File: src/rtl/display_capture_pkg.sv
// Shared constants for the scanned 7-segment display capture block:
// FSM state encodings, one-hot digit enables and the segment glyph table.
package display_capture_pkg;

    // Scan-tracking FSM states
    localparam logic [0:0] ST_HUNT  = 1'b0;
    localparam logic [0:0] ST_TRACK = 1'b1;

    // Digit enable encodings (bit k = digit k)
    localparam logic [3:0] ED_BLANK = 4'b0000;
    localparam logic [3:0] ED_DIG0  = 4'b0001;
    localparam logic [3:0] ED_DIG1  = 4'b0010;
    localparam logic [3:0] ED_DIG2  = 4'b0100;
    localparam logic [3:0] ED_DIG3  = 4'b1000;

    // Segment patterns (gfedcba) for hex values 0..F, indexed by value
    localparam logic [6:0] SEG_PATTERN [16] = '{
        7'h3F, 7'h06, 7'h5B, 7'h4F, 7'h66, 7'h6D, 7'h7D, 7'h07,
        7'h7F, 7'h6F, 7'h77, 7'h7C, 7'h39, 7'h5E, 7'h79, 7'h71
    };

    // True when exactly one enable bit is set
    function automatic logic is_onehot4(input logic [3:0] v);
        return (v != 4'd0) && ((v & (v - 4'd1)) == 4'd0);
    endfunction

endpackage

File: src/rtl/seg7_decode.sv
// Combinational segment-pattern to hex-digit lookup. Patterns outside the
// glyph table decode to 0 with o_ok low.
module seg7_decode
    import display_capture_pkg::*;
(
    input  logic [6:0] i_seg,
    output logic [3:0] o_hex,
    output logic       o_ok
);

    // Table search; glyphs are unique so at most one entry matches
    always_comb begin
        o_hex = 4'd0;
        o_ok  = 1'b0;
        for (int i = 0; i < 16; i++) begin
            if (i_seg == SEG_PATTERN[i]) begin
                o_hex = 4'(i);
                o_ok  = 1'b1;
            end
        end
    end

endmodule

File: src/rtl/display_scan_capture.sv
// Capture side of a scanned 7-segment display bus. Synchronizes and
// glitch-filters {ED_in, D_in}, latches each digit's pattern, tracks the
// 0->1->2->3 scan order and drops lock on framing errors or scan loss.
// Optional macro DISPLAY_CAPTURE_HEX_EN adds per-digit hex decode outputs.
module display_scan_capture
    import display_capture_pkg::*;
#(
    parameter int unsigned STABLE_CYCLES  = 4,
    parameter int unsigned TIMEOUT_CYCLES = 1024
) (
    input  logic       clock,
    input  logic       reset,
    input  logic [3:0] ED_in,
    input  logic [6:0] D_in,
    output logic [6:0] D0,
    output logic [6:0] D1,
    output logic [6:0] D2,
    output logic [6:0] D3,
    output logic       frame_valid,
    output logic       frame_stb,
    output logic       seq_err
`ifdef DISPLAY_CAPTURE_HEX_EN
    ,
    output logic [3:0] hex0,
    output logic [3:0] hex1,
    output logic [3:0] hex2,
    output logic [3:0] hex3,
    output logic [3:0] hex_ok
`endif
);

    // Stability counter holds up to STABLE_CYCLES+1 ("already accepted")
    localparam int unsigned SCW = $clog2(STABLE_CYCLES + 2);
    localparam int unsigned TOW = $clog2(TIMEOUT_CYCLES + 1);
    localparam logic [SCW-1:0] STAB_ACCEPT = SCW'(STABLE_CYCLES);
    localparam logic [SCW-1:0] STAB_DONE   = SCW'(STABLE_CYCLES + 1);
    localparam logic [TOW-1:0] TO_MAX      = TOW'(TIMEOUT_CYCLES);

    logic [10:0]    r_sync1;
    logic [10:0]    r_sync2;
    logic [SCW-1:0] r_stab_cnt;
    logic [TOW-1:0] r_to_cnt;
    logic [0:0]     r_state;
    logic [1:0]     r_exp;
    logic           r_frame_valid;
    logic           r_frame_stb;
    logic           r_seq_err;
    logic [6:0]     r_digit [4];

    logic [3:0]     w_ed;
    logic [6:0]     w_seg;
    logic           w_accept;
    logic           w_acc_onehot;
    logic           w_acc_multi;
    logic [1:0]     w_idx;
    logic [6:0]     w_digit_d [4];
    logic [TOW-1:0] w_to_d;
    logic [0:0]     w_state_d;
    logic [1:0]     w_exp_d;
    logic           w_fv_d;
    logic           w_stb_d;
    logic           w_err_d;

    assign w_ed  = r_sync2[10:7];
    assign w_seg = r_sync2[6:0];

    // Accept exactly once, when the word has been held STABLE_CYCLES cycles
    assign w_accept     = (r_stab_cnt == STAB_ACCEPT);
    assign w_acc_onehot = w_accept && is_onehot4(w_ed);
    assign w_acc_multi  = w_accept && (w_ed != ED_BLANK) && !is_onehot4(w_ed);

    // Two-flop synchronizer on the whole 11-bit bus word
    always_ff @(posedge clock or posedge reset) begin
        if (reset) begin
            r_sync1 <= 11'd0;
            r_sync2 <= 11'd0;
        end else begin
            r_sync1 <= {ED_in, D_in};
            r_sync2 <= r_sync1;
        end
    end

    // Stability counter: restarts at 1 on the edge a new word reaches r_sync2
    always_ff @(posedge clock or posedge reset) begin
        if (reset) begin
            r_stab_cnt <= '0;
        end else if (r_sync1 != r_sync2) begin
            r_stab_cnt <= SCW'(1);
        end else if (r_stab_cnt != STAB_DONE) begin
            r_stab_cnt <= r_stab_cnt + 1'b1;
        end
    end

    // Digit index of a one-hot enable
    always_comb begin
        w_idx = 2'd0;
        case (w_ed)
            ED_DIG1: w_idx = 2'd1;
            ED_DIG2: w_idx = 2'd2;
            ED_DIG3: w_idx = 2'd3;
            default: w_idx = 2'd0;
        endcase
    end

    // Next value of each digit register
    always_comb begin
        for (int k = 0; k < 4; k++) begin
            w_digit_d[k] = r_digit[k];
            if (w_acc_onehot && (w_idx == 2'(k))) begin
                w_digit_d[k] = w_seg;
            end
        end
    end

    // Scan-order FSM, lock flag, pulses and scan-loss timeout
    always_comb begin
        w_state_d = r_state;
        w_exp_d   = r_exp;
        w_fv_d    = r_frame_valid;
        w_stb_d   = 1'b0;
        w_err_d   = 1'b0;
        w_to_d    = r_to_cnt;
        if (r_to_cnt != TO_MAX) begin
            w_to_d = r_to_cnt + 1'b1;
        end

        if (w_acc_onehot) begin
            // An accept on the same edge as a timeout takes priority
            w_to_d = '0;
            if (r_state == ST_HUNT) begin
                if (w_idx == 2'd0) begin
                    w_state_d = ST_TRACK;
                    w_exp_d   = 2'd1;
                end
            end else if (w_idx == r_exp) begin
                if (w_idx == 2'd3) begin
                    w_stb_d = 1'b1;
                    w_fv_d  = 1'b1;
                    w_exp_d = 2'd0;
                end else begin
                    w_exp_d = r_exp + 2'd1;
                end
            end else begin
                w_err_d = 1'b1;
                w_fv_d  = 1'b0;
                if (w_idx == 2'd0) begin
                    w_exp_d = 2'd1;
                end else begin
                    w_state_d = ST_HUNT;
                    w_exp_d   = 2'd0;
                end
            end
        end else if (w_acc_multi) begin
            w_err_d   = 1'b1;
            w_fv_d    = 1'b0;
            w_state_d = ST_HUNT;
            w_exp_d   = 2'd0;
        end else if (r_to_cnt == TO_MAX) begin
            w_fv_d    = 1'b0;
            w_state_d = ST_HUNT;
            w_exp_d   = 2'd0;
        end
    end

    // Control and digit state registers
    always_ff @(posedge clock or posedge reset) begin
        if (reset) begin
            r_state       <= ST_HUNT;
            r_exp         <= 2'd0;
            r_frame_valid <= 1'b0;
            r_frame_stb   <= 1'b0;
            r_seq_err     <= 1'b0;
            r_to_cnt      <= '0;
            for (int k = 0; k < 4; k++) begin
                r_digit[k] <= 7'h00;
            end
        end else begin
            r_state       <= w_state_d;
            r_exp         <= w_exp_d;
            r_frame_valid <= w_fv_d;
            r_frame_stb   <= w_stb_d;
            r_seq_err     <= w_err_d;
            r_to_cnt      <= w_to_d;
            for (int k = 0; k < 4; k++) begin
                r_digit[k] <= w_digit_d[k];
            end
        end
    end

    assign D0          = r_digit[0];
    assign D1          = r_digit[1];
    assign D2          = r_digit[2];
    assign D3          = r_digit[3];
    assign frame_valid = r_frame_valid;
    assign frame_stb   = r_frame_stb;
    assign seq_err     = r_seq_err;

`ifdef DISPLAY_CAPTURE_HEX_EN
    logic [3:0] w_hex [4];
    logic [3:0] w_hex_ok;
    logic [3:0] r_hex [4];
    logic [3:0] r_hex_ok;

    // Decode the next digit value so hex lands on the same edge as Dk
    for (genvar k = 0; k < 4; k++) begin : g_dec
        seg7_decode u_dec (
            .i_seg (w_digit_d[k]),
            .o_hex (w_hex[k]),
            .o_ok  (w_hex_ok[k])
        );
    end

    // Hex output registers
    always_ff @(posedge clock or posedge reset) begin
        if (reset) begin
            r_hex_ok <= 4'd0;
            for (int k = 0; k < 4; k++) begin
                r_hex[k] <= 4'd0;
            end
        end else begin
            r_hex_ok <= w_hex_ok;
            for (int k = 0; k < 4; k++) begin
                r_hex[k] <= w_hex[k];
            end
        end
    end

    assign hex0   = r_hex[0];
    assign hex1   = r_hex[1];
    assign hex2   = r_hex[2];
    assign hex3   = r_hex[3];
    assign hex_ok = r_hex_ok;
`endif

endmodule

File: config.mk
export PLATFORM = sky130hd
export DESIGN_NAME = display_scan_capture
export DESIGN_NICKNAME = d
export VERILOG_FILES = /design/src/rtl/display_capture_pkg.sv /design/src/rtl/seg7_decode.sv /design/src/rtl/display_scan_capture.sv
export SDC_FILE = /design/constraint.sdc
export NUM_CORES = 1
export LEC_CHECK = 0
export BUFFER_PORTS_ARGS = -buffer_cell sky130_fd_sc_hd__clkbuf_2
export CAP_MARGIN = 25
export CORE_ASPECT_RATIO = 2
export CORE_MARGIN = 3
export CORE_UTILIZATION = 50
export DETAILED_ROUTE_END_ITERATION = 7
export HOLD_SLACK_MARGIN = 0.1
export PLACE_DENSITY = 0.67
export SETUP_SLACK_MARGIN = 0.4
export SLEW_MARGIN = 20
export SYNTH_ARGS = -nofsm -noshare
export SYNTH_HDL_FRONTEND = slang
export SYNTH_SLANG_ARGS = --single-unit
File: constraint.sdc
create_clock -name clock -period 2.3 [get_ports clock]
set_input_delay 0.23 -clock clock [delete_from_list [all_inputs] [get_ports clock]]
set_output_delay 0.23 -clock clock [all_outputs]
set_load 0.05 [all_outputs]
## Word-level counts from Yosys, hierarchy flattened

Index checks and enable logic that the tools add are counted.

- Register bits after elaboration: 70
- Bits of input ports: 13
- Output and inout bits: 31
- Logic and storage cells: 81

- Add/subtract/negate cells: 4
- Equal/unequal tests: 15
- Muxes and demuxes: 31
- Bitwise operators: 1
- Reduce and logical (&&, ||, !) cells: 17

Operators by type and width:

| kind | count |
|---|---|
| $mux W11 | 2 |
| $mux W1 | 19 |
| $mux W2 | 7 |
| $add A11 B1 Y11 const B | 1 |
| $eq A11 B11 Y1 const B | 1 |
| $ne A11 B11 Y1 | 1 |
| $ne A11 B11 Y1 const B | 1 |
| $logic_and A1 B1 Y1 | 8 |
| $mux W3 | 2 |
| $ne A3 B3 Y1 const B | 2 |
| $pmux W2 S3 | 1 |
| $and A4 B4 Y4 | 1 |
| $eq A2 B2 Y1 const B | 2 |
| $eq A4 B2 Y1 const B | 1 |
| $eq A4 B3 Y1 const B | 1 |
| $eq A4 B4 Y1 const B | 1 |
| $logic_not A4 Y1 | 1 |
| $reduce_bool A2 Y1 | 2 |
| $reduce_bool A4 Y1 | 1 |
| $sub A4 B1 Y4 const B | 1 |
| $add A3 B1 Y3 const B | 1 |
| $eq A3 B3 Y1 const B | 1 |
| $ne A3 B2 Y1 const B | 1 |
| $reduce_and A3 Y1 | 1 |
| 8 further kinds | 8 |

## Logic depth before layout (Yosys ltp)

- Word-level depth: 8
- Depth in mapped cells: 7
- Mapped depth without buffers: 7

## Worst setup path before layout

OpenSTA, ideal clock, no wires.

- Path type: register -> register
- Start: reg r_sync2[9]
- End: reg r_digit (netlist bit D0[0])
- Library setup time: 0.125 ns
- Arrival time: 1.682 ns
- Required time: 2.175 ns
- Slack: 0.494 ns
- Cell stages (with the launch flop): 6
- Buffers on the path: 1
- Cells stage by stage: dfrtp_1 buf_4 or4_4 a21oi_4 nand2_2 mux2_2

- Word-level cells in the longest chain between the ends: 6
- Elaborated cells between the ends (all ways): 12
- Those cells by class: add/sub: 1; eq/ne: 3; mux: 1; bitwise: 1; reduce/logical: 6

RTL lines:

| element | RTL line | source |
|---|---|---|
| start: declaration | display_scan_capture.sv:40 | `logic [10:0] r_sync2;` |
| start signal: assignment | display_scan_capture.sv:79 | `r_sync2 <= r_sync1;` |
| $sub A4 B1 Y4 | display_capture_pkg.sv:24 | `return (v != 4'd0) && ((v & (v - 4'd1)) == 4'd0);` |
| $and A4 B4 Y4 | display_capture_pkg.sv:24 |  |
| $logic_not A4 Y1 | display_capture_pkg.sv:24 |  |
| $logic_and A1 B1 Y1 | display_capture_pkg.sv:24 |  |
| $logic_and A1 B1 Y1 | display_scan_capture.sv:69 | `assign w_acc_onehot = w_accept && is_onehot4(w_ed);` |
| $logic_and A1 B1 Y1 * | display_scan_capture.sv:109 | `if (w_acc_onehot && (w_idx == 2'(k))) begin` |
| end signal: indexed assignment | display_scan_capture.sv:185 | `r_digit[k] <= w_digit_d[k];` |
| end: declaration | display_scan_capture.sv:48 | `logic [6:0] r_digit [4];` |

Every way passes the cells marked *; elsewhere a longest branch is shown, timed or not.
A chain may end at the register's enable or synchronous reset.

## Final worst setup path

- Start: reg r_to_cnt[6]
- End: reg r_exp[1]

- Word-level cells in the longest chain between the ends: 3

RTL lines:

| element | RTL line | source |
|---|---|---|
| start: declaration | display_scan_capture.sv:42 | `logic [TOW-1:0] r_to_cnt;` |
| start signal: assignment | display_scan_capture.sv:183 | `r_to_cnt <= w_to_d;` |
| $eq A11 B11 Y1 | display_scan_capture.sv:158 | `end else if (r_to_cnt == TO_MAX) begin` |
| $reduce_bool A3 Y1 (no source line) | -- |  |
| $reduce_and A2 Y1 (no source line) | -- |  |
| end signal: assignment | display_scan_capture.sv:179 | `r_exp <= w_exp_d;` |
| end: declaration | display_scan_capture.sv:44 | `logic [1:0] r_exp;` |

No other way between the ends.

==> results_dict.tcl <==
set metrics [dict create \
    clk_path_buf_depth 2 \
    period_needed_ps 1857 \
    synthAdderAreaFrac 0.02133 \
    synth_top_family_by_area "simple AND/OR/NAND/NOR gates" \
    synthMuxAreaShare 0.1075 \
    max_stage_delay_ps 420 \
    routed_wl_um 6096 \
    intPower_mw 1.836 \
    cts_root_buf "clkbuf_8" \
    comb_power_share 0.046 \
    vias 2047 \
    grt_pass1_vias 2075 \
    p_switching_mw 0.5527 \
    initialDrtViolationCount 73 \
    final_core_util 0.6610 \
    min_path_type "register to register" \
    syn_nets 253 \
    synth-xor-area-share 0.05973 \
    period_share 0.8076 \
    max_cap_viol_count 0 \
    clkPwrFrac 0.420 \
    drive_gt1_frac 0.3873 \
    antenna_cells 0 \
    ys_seq_area_frac 0.5973 \
    grt_start_max_net_pins 38 \
    clock_sinks 70 \
    finalWeightedCongestion 0.8977 \
    synth_edf_count 0 \
    cts_inserted_buffers 9 \
    rsz0062_at_grt "true" \
    cp_max_fo 4 \
    fin_tns_setup_ps 0 \
    power.total_mw 2.389 \
    status "completed" \
    yosys_warnings 0 \
    ys_async_sr_fraction 1.000 \
    critical_path_class "register to register" \
    insertion_delay_ps 340 \
    critPathRequiredTime_ps 2560 \
    h-tree-depth 3 \
    start_util 0.5272 \
    end_kind "register" \
    critPathSlowestCell "dfrtp_1" \
    die_height_um 114.3 \
    cts_tree "done" \
    io_buffers 43 \
    synth_compound_area_frac 0.06143 \
    die-area_um2 6876 \
    path_cells "nor4_2, nand4b_2, o21a_1, or2_4, or3_1, o22ai_1" \
    areaGrowthSynthToFinish_pct 25.38 \
    cp.arrival_ps 2120 \
    grt_antenna_before_repair 0 \
    ys_types 42 \
    synth-main-ff-cell "dfrtp_1" \
    tightest_slew_ps 710.0 \
    drt-pass1-iter-count 4 \
    p_sw_frac 0.2313 \
    dpl.hpwl_um 4236 \
    layout.nets 328 \
    nFillCells 443 \
    synth.avg_cell_area_um2 12.48 \
    wl_per_cell_um 16.26 \
    rows 38 \
    clock_skew_ps 6.662 \
    pwr_density_cell_nw_per_um2 649.7 \
    grt_usage 0.1973 \
    fmax_mhz 538.4 \
    grt_pass1_wl_um 9846 \
    ant_nets 0 \
    p_seq_frac 0.534 \
    ys_seq_elements 70 \
    viasPerCell 5.459 \
    synth-simple-area-share 0.1254 \
    leakage_nw 1.823 \
    die_x_um 60.16 \
    path_clk_slew_ps 70 \
    peakVddDrop_mv 0.6327 \
    io_pins 44 \
    crit_path_start_kind "register" \
    maxSlewHeadroom 0.5257 \
    syn_area_um2 2933 \
    slew_viol_final 0 \
    drc_errors 0 \
    core_um2 5563 \
    hold_viol 0 \
    synthesis.instances 235 \
    setup_viol 0 \
    grt_overflow 0 \
]
synth_stat cells, types with 2 or more instances:
cell type	number	area, um^2
buf_4	3	22.52
xnor2_1	3	26.28
nand4_1	2	12.51
nand3_1	12	60.06
dfrtp_1	70	1752
a21oi_1	8	40.04
nor2_1	17	63.81
nand2_1	12	45.04
nor3_1	7	35.03
inv_1	10	37.54
xor2_1	17	148.9
ha_1	5	62.56
nor4_1	3	18.77
or3_1	4	25.02
and3_1	3	18.77
o21ai_0	6	30.03
mux2_2	28	315.3
critical path: cells and delay by family, from the launching register on:
kind               cells  cell delay [ps]
DFF                    1              420
and+or+nand+nor        4             1040
AOI/OAI and AO/OA      2              310
metal layers:
layer,vias up,routed length [um],part of all wire,global-route usage
met5,-,0,0,0
met4,0,124,0.020,0.07988
met3,11,252,0.041,0.04966
met2,48,3449,0.57,0.3497
met1,1014,2268,0.37,0.2144
li1,974,-,-,-
path summary, 6_finish.rpt:
| path | start | end | slack [ps] | cells past startpoint |
|---|---|---|---|---|
| min reg2reg | r_sync1[8]$_DFF_PP0_ | r_sync2[8]$_DFF_PP0_ | 390 | 0 |
| max reg2reg | r_to_cnt[6]$_DFFE_PP0P_ | r_exp[1]$_DFFE_PP0P_ | 440 | 6 |
| min in group asynchronous | reset | D3[2]$_DFFE_PP0P_ | 530 | 3 |
| max in group asynchronous | reset | r_sync2[9]$_DFF_PP0_ | 1140 | 4 |
| min | r_sync1[8]$_DFF_PP0_ | r_sync2[8]$_DFF_PP0_ | 390 | 0 |
| max | r_to_cnt[6]$_DFFE_PP0P_ | r_exp[1]$_DFFE_PP0P_ | 440 | 6 |
area by class of cell:
cell class	instances	area (um^2)	share of cell area
clock buffer	10	137.6	0.03743
sequential	70	1757	0.4777
inverter	10	41.29	0.01123
tap	60	75.07	0.02042
timing repair buffer	70	461.7	0.1256
multi-input combinational	149	1136	0.3089
clock inverter	6	68.82	0.01871
cell usage in the layout (no fill, tap or decap), types with 10 or more instances in the layout:
master,instances
xor2_1,17
clkbuf_8,10
mux2_2,28
buf_4,12
nand2_1,11
nand3_1,12
nor2_1,17
clkbuf_2,43
dfrtp_1,66
dlygate4sd3_1,12
per-stage QoR:
step                setup slack (ps)  hold WS, ps  cell area [um^2]  std cells
finish                         442.5        391.5              3677        375
global route                   392.5        402.4              3677        375
CTS                            400.8        394.9              3615        370
detailed placement             166.6        339.6              3249        339
global placement               276.7        337.6              3249        339
floorplan                      493.7        261.4              2937        235
sequential cells by signal (all words and copies together), names as in the netlist:
| signal | cells |
|---|---|
| D1 | 7 |
| D3 | 7 |
| D2 | 7 |
| seq_err | 1 |
| D0 | 7 |
| r_to_cnt | 11 |
| r_exp | 2 |
| r_stab_cnt | 3 |
| r_sync2 | 11 |
| r_state | 1 |
| r_sync1 | 11 |
| frame_stb | 1 |
| frame_valid | 1 |
kinds of logic after synthesis:
family,after synthesis
DFF,70
and+or+nand+nor,69
muxes,28
AOI/OAI and AO/OA,27
xor gates and xnor gates,20
buffers and inverters,16
adders and majority gates,5
power by group through the flow:
stage | Clock (mW) | Sequential (mW) | Combinational (mW)
finish | 1.00 | 1.27 | 0.111
global route | 1.09 | 1.28 | 0.123
global placement | 0 | 1.30 | 0.0793
CTS | 1.03 | 1.28 | 0.103
floorplan | 0 | 1.29 | 0.0626
detailed placement | 0 | 1.30 | 0.0799
repair_timing:
item	CTS	global route
setup buffers	3	5
gates resized for setup	7	6
endpoints found under the hold margin	44	0
endpoints found under the setup margin	12	11
pin swaps	3	1
hold buffers	12	0
No activity file was read; power rests on OpenSTA's default activity.
